**config.mk**
```make
export PLATFORM = sky130hd
export DESIGN_NAME = req_resp_monitor
export DESIGN_NICKNAME = d
export VERILOG_FILES = /design/src/rtl/req_resp_monitor_pkg.sv /design/src/rtl/sat_counter.sv /design/src/rtl/req_resp_monitor.sv
export SDC_FILE = /design/constraint.sdc
export NUM_CORES = 1
export LEC_CHECK = 0
export CAP_MARGIN = 40
export CORE_UTILIZATION = 55
export CTS_CLUSTER_DIAMETER = 50
export CTS_CLUSTER_SIZE = 24
export DETAILED_ROUTE_END_ITERATION = 8
export HOLD_SLACK_MARGIN = 0.03
export PLACE_DENSITY_LB_ADDON = 0.1
export SLEW_MARGIN = 20
export SYNTH_ARGS = -nofsm -noshare
export SYNTH_HDL_FRONTEND = slang
export SYNTH_SLANG_ARGS = --single-unit
```
**constraint.sdc**
```tcl
create_clock -name clk -period 6.6 [get_ports clk]
set_input_delay 1.32 -clock clk [delete_from_list [all_inputs] [get_ports clk]]
set_output_delay 1.32 -clock clk [all_outputs]
set_load 0.01 [all_outputs]
```
**src/rtl/req_resp_monitor_pkg.sv**
```systemverilog
// Shared types and helpers for the request/response rule checker.
package req_resp_monitor_pkg;

  typedef enum logic {
    IDLE = 1'b0,
    WAIT = 1'b1
  } state_t;

  // Width-generic saturating add; callers cast the result back to their own width.
  function automatic logic [63:0] sat_add(input logic [63:0] x,
                                          input logic [63:0] y,
                                          input int unsigned w);
    logic [64:0] sum;
    logic [64:0] lim;
    sum = {1'b0, x} + {1'b0, y};
    lim = (65'd1 << w) - 65'd1;
    return (sum > lim) ? lim[63:0] : sum[63:0];
  endfunction

endpackage

```
**src/rtl/sat_counter.sv**
```systemverilog
// Saturating accumulator: adds a variable increment each clock, sticks at all-ones.
module sat_counter
  import req_resp_monitor_pkg::*;
#(
  parameter int W     = 16,
  parameter int INC_W = 8
) (
  input  logic             clk,
  input  logic             rst,
  input  logic [INC_W-1:0] inc,
  output logic [W-1:0]     count
);

  always_ff @(posedge clk or posedge rst) begin
    if (rst) begin
      count <= '0;
    end else begin
      count <= W'(sat_add(64'(count), 64'(inc), W));
    end
  end

endmodule

```
**src/rtl/req_resp_monitor.sv**
```systemverilog
// Hardware checker for "a implies b within 1..TIMEOUT cycles": per-edge pass/fail
// strobes, saturating pass/fail totals and worst observed latency, all registered.
module req_resp_monitor
  import req_resp_monitor_pkg::*;
#(
  parameter int TIMEOUT = 16,
  parameter int CNT_W   = 16,
  parameter int OUT_W   = 8
) (
  input  logic             clk,
  input  logic             rst,
  input  logic             en,
  input  logic             a,
  input  logic             b,
  output logic             pending,
  output logic             pass_pulse,
  output logic             fail_pulse,
  output logic [CNT_W-1:0] wait_cnt,
  output logic [CNT_W-1:0] pass_count,
  output logic [CNT_W-1:0] fail_count,
  output logic [CNT_W-1:0] max_latency
);

  state_t           state;
  logic [OUT_W-1:0] outstanding;
  logic [CNT_W-1:0] k;
  logic             in_wait;
  logic             is_pass;
  logic             is_fail;
  logic [OUT_W-1:0] pass_inc;
  logic [OUT_W-1:0] fail_inc;

  // k is the latency this edge would have relative to the oldest open attempt.
  assign k        = wait_cnt + CNT_W'(1);
  assign in_wait  = en && (state == WAIT);
  assign is_pass  = in_wait && b;
  assign is_fail  = in_wait && !b && (k == CNT_W'(TIMEOUT));
  assign pass_inc = is_pass ? outstanding : '0;
  assign fail_inc = is_fail ? outstanding : '0;

  always_ff @(posedge clk or posedge rst) begin
    if (rst) begin
      state       <= IDLE;
      outstanding <= '0;
      wait_cnt    <= '0;
      pending     <= 1'b0;
      pass_pulse  <= 1'b0;
      fail_pulse  <= 1'b0;
      max_latency <= '0;
    end else begin
      pass_pulse <= 1'b0;
      fail_pulse <= 1'b0;
      if (!en) begin
        // Disable aborts every open attempt without reporting it.
        state       <= IDLE;
        outstanding <= '0;
        wait_cnt    <= '0;
        pending     <= 1'b0;
      end else begin
        case (state)
          IDLE: begin
            if (a) begin
              state       <= WAIT;
              outstanding <= OUT_W'(1);
              wait_cnt    <= '0;
              pending     <= 1'b1;
            end
          end
          WAIT: begin
            if (b || is_fail) begin
              pass_pulse <= b;
              fail_pulse <= !b;
              if (b && (k > max_latency)) begin
                max_latency <= k;
              end
              // A coincident a starts a fresh attempt that this edge cannot resolve.
              wait_cnt    <= '0;
              outstanding <= a ? OUT_W'(1) : '0;
              state       <= a ? WAIT : IDLE;
              pending     <= a;
            end else begin
              wait_cnt <= k;
              if (a) begin
                outstanding <= OUT_W'(sat_add(64'(outstanding), 64'd1, OUT_W));
              end
            end
          end
          default: begin
            state       <= IDLE;
            outstanding <= '0;
            wait_cnt    <= '0;
            pending     <= 1'b0;
          end
        endcase
      end
    end
  end

  sat_counter #(.W(CNT_W), .INC_W(OUT_W)) u_pass_cnt (
    .clk   (clk),
    .rst   (rst),
    .inc   (pass_inc),
    .count (pass_count)
  );

  sat_counter #(.W(CNT_W), .INC_W(OUT_W)) u_fail_cnt (
    .clk   (clk),
    .rst   (rst),
    .inc   (fail_inc),
    .count (fail_count)
  );

endmodule
```
==> results.json <==
{
  "status": "finished, final reports clean",
  "cts-root-buf": "clkbuf_8",
  "htree_levels": 3,
  "cts.hold.buffers_added": 0,
  "synth-simple-area-share_pct": 18.71,
  "ys_top_cells_by_area": "dfrtp_1 41%, ha_1 9.5%, mux2_2 4.7%, nand2_1 3.8%, a22o_1 3.8%",
  "r2r_start": "wait_cnt[0]",
  "port_buffers": 71,
  "met1_usage_pct": 32.56,
  "wl_per_cell_um": 15.33,
  "ant_nets": 0,
  "place.gp.congestion": 0.8828,
  "postCtsSetupRepairBufs": 0,
  "grt_overflow_total": 0,
  "cts_buffer_depth": 2,
  "grt_first_pass_wirelength_um": 16650,
  "crit_start": "b",
  "grt_start_max_net_pins": 54,
  "tightest_slew_ps": 610.7,
  "busiest_layer": "met2",
  "antenna_found_initial": 0,
  "grt_pass1_vias": 3622,
  "syn_avg_cell_area_sq_um": 9.972,
  "hold_violations": 0,
  "grt_usage_pct": 24.51,
  "fin_crit_sh_pct": 80.12,
  "first_pass_iters": 4,
  "synthXorXnorAreaFrac_pct": 6.301,
  "cts.sinks": 76,
  "die_x_um": 93.32,
  "synth_cells": 460,
  "synth_top_family_by_area": "simple AND/OR/NAND/NOR gates",
  "reg2reg_slack_ps": 1690,
  "insertion_delay_ps": 360,
  "area_delta_synth_final_pct": 22.70,
  "die-area_sq_mm": 0.008709,
  "ys.flop_type": "dfrtp_1",
  "pin_count": 72,
  "cts_buffers": 9,
  "layout.nets": 577,
  "slew-limit-headroom_pct": 59.20,
  "dpl_cell_area_sq_mm": 0.005418,
  "timing_worst_setup_path_type": "in -> reg",
  "synth_top_area_share_pct": 41.46,
  "setup_viol": 0,
  "final_area_sq_mm": 0.005628,
  "drc": 0,
  "die_h_um": 93.32,
  "critPathRequiredTime_ps": 6850,
  "via_count": 3662,
  "cts_tree": "built",
  "hpwl_um": 7275,
  "period_needed_ps": 5288,
  "yosys-top-cells-count": "76 x dfrtp_1, 47 x nand2_1, 35 x ha_1, 29 x inv_1, 20 x a22o_1",
  "fmax_mhz": 189.1,
  "final_util_pct": 71.35,
  "powerDensity_mw_per_mm2": 168.2,
  "cts.clk_slew.worst_paths_ps": 80,
  "fin_setup_tns_ps": 0,
  "p_leak_nw": 2.767,
  "yosysTopAreaCell": "dfrtp_1",
  "coreArea_sq_mm": 0.007888,
  "num_rows": 32,
  "synth-async-reset-ratio_pct": 100.0,
  "synth_enable_flop_cells": 0,
  "clock_skew_ps": 10.73,
  "hp-class": "reg -> reg",
  "synth_nets": 502,
  "ctsResizeCount": 0,
  "synthMuxAreaShare_pct": 5.756,
  "cp.arrival_ps": 5530,
  "yosysMostFrequentCell": "dfrtp_1",
  "synth_area_sq_mm": 0.004587,
  "synth-compound-area-share_pct": 13.72,
  "endpoint_kind": "flop",
  "initial_core_util_pct": 58.15,
  "grt_use_met3_pct": 5.447,
  "via_per_inst": 5.704,
  "final.fill_count": 604,
  "ys_types": 46,
  "drt_iter0_markers": 179,
  "synthAdderAreaFrac_pct": 10.42,
  "crit_path_start_kind": "primary input",
  "yosys_warnings": 0,
  "yosysSeqAreaShare_pct": 41.46,
  "hp-start": "max_latency[10]",
  "grt_setup_unrepaired": "false",
  "drv_slew": 0,
  "drv_cap": 0,
  "synth-seq-cells": 76,
  "use_met2_pct": 38.85,
  "wl_um": 9842,
  "diodes": 0,
  "drive_gt1_share_pct": 10.37,
  "irDropWorstVdd_v": 0.0001132,
  "path_max_fanout": 13
}
## layout by cell type, fill, tap and decap left out, drive strengths merged, types with 13 or more instances in the layout
| cell | synthesis | final |
|---|---|---|
| nand4 | 13 | 13 |
| xnor2 | 15 | 15 |
| o21ai | 18 | 18 |
| dfrtp | 76 | 76 |
| mux2 | 19 | 19 |
| nand2 | 47 | 47 |
| nor2 | 21 | 21 |
| a22o | 20 | 20 |
| ha | 35 | 35 |
| inv | 29 | 30 |
| a21oi | 18 | 18 |
| xor2 | 18 | 18 |
| nand3 | 18 | 18 |
| and2 | 18 | 18 |
| clkdlybuf4s50 | 0 | 71 |
## routing by layer
layer | share of wire (%) | wire (um)
met1 | 45 | 4452
met2 | 48 | 4700
met3 | 5.0 | 496
met4 | 2.0 | 193
met5 | 0 | 0
## logic make-up after synthesis
group	Yosys count
flip-flops	76
adder cells (fa/ha/maj)	37
buffers and inverters	40
AND/OR/NAND/NOR	159
AO/OA/AOI/OAI	91
XOR/XNOR	33
multiplexers	24
## report_power, final
part / internal [W] / total (W) / switching [W]
Clock: 0.000188 / 0.000377 / 0.000189
Combinational: 0.0000408 / 0.0000825 / 0.0000416
Sequential: 0.000476 / 0.000487 / 0.0000111
Total: 0.000705 / 0.000947 / 0.000242
## per-stage QoR
| stage | std cells | hold slack (ps) | setup slack, ps | power, W |
|---|---|---|---|---|
| after floorplan | 460 | 529.3 | 1920 | 0.0005404 |
| after global placement | 624 | 519.4 | 1038 | 0.0005725 |
| after detailed placement | 626 | 523.3 | 956.0 | 0.0005796 |
| after CTS | 642 | 545.7 | 1315 | 0.0009528 |
| after global routing | 642 | 561.9 | 1005 | 0.0009845 |
| final | 642 | 540.6 | 1312 | 0.0009466 |
## flip-flops by register name, indices dropped and copies added, names as in the netlist
name and count:
fail_pulse 1, max_latency 16, outstanding 8, pass_pulse 1, pending 1, state 1
u_fail_cnt.count 16, u_pass_cnt.count 16, wait_cnt 16
## cell type report
| type | count | area [sq um] | area share, % |
|---|---|---|---|
| Multi-Input combinational cell | 344 | 2519 | 44.75 |
| Sequential cell | 76 | 1902 | 33.79 |
| Timing Repair Buffer | 75 | 760.7 | 13.52 |
| Clock buffer | 10 | 137.6 | 2.446 |
| Tap cell | 102 | 127.6 | 2.268 |
| Inverter | 29 | 108.9 | 1.934 |
| Clock inverter | 6 | 72.57 | 1.289 |
## path summary, 6_finish.rpt
kind                                        endpoint  depth (start not counted)
worst min register to register       max_latency[10]                          1
worst min-delay path                 max_latency[10]                          1
max in group asynchronous             max_latency[3]                          4
min in group asynchronous       u_pass_cnt.count[11]                          3
worst max register to register  u_fail_cnt.count[11]                         17
worst max-delay path            u_fail_cnt.count[11]                         17
## worst max-delay path, stage by stage
cell             delay, ps
clkdlybuf4s50_1        590
nand3b_1               320
inv_1                  210
nand4_1                140
nor4_1                  50
and4_4                 270
and2_1                 170
ha_1                   210
fa_1                   400
a21o_1                 200
a21oi_1                170
nor2b_1                 80
o21a_1                 200
o211ai_1               390
or3_1                  440
nand2_1                 80
mux2_2                 270
(Power assumes the default switching activity.)
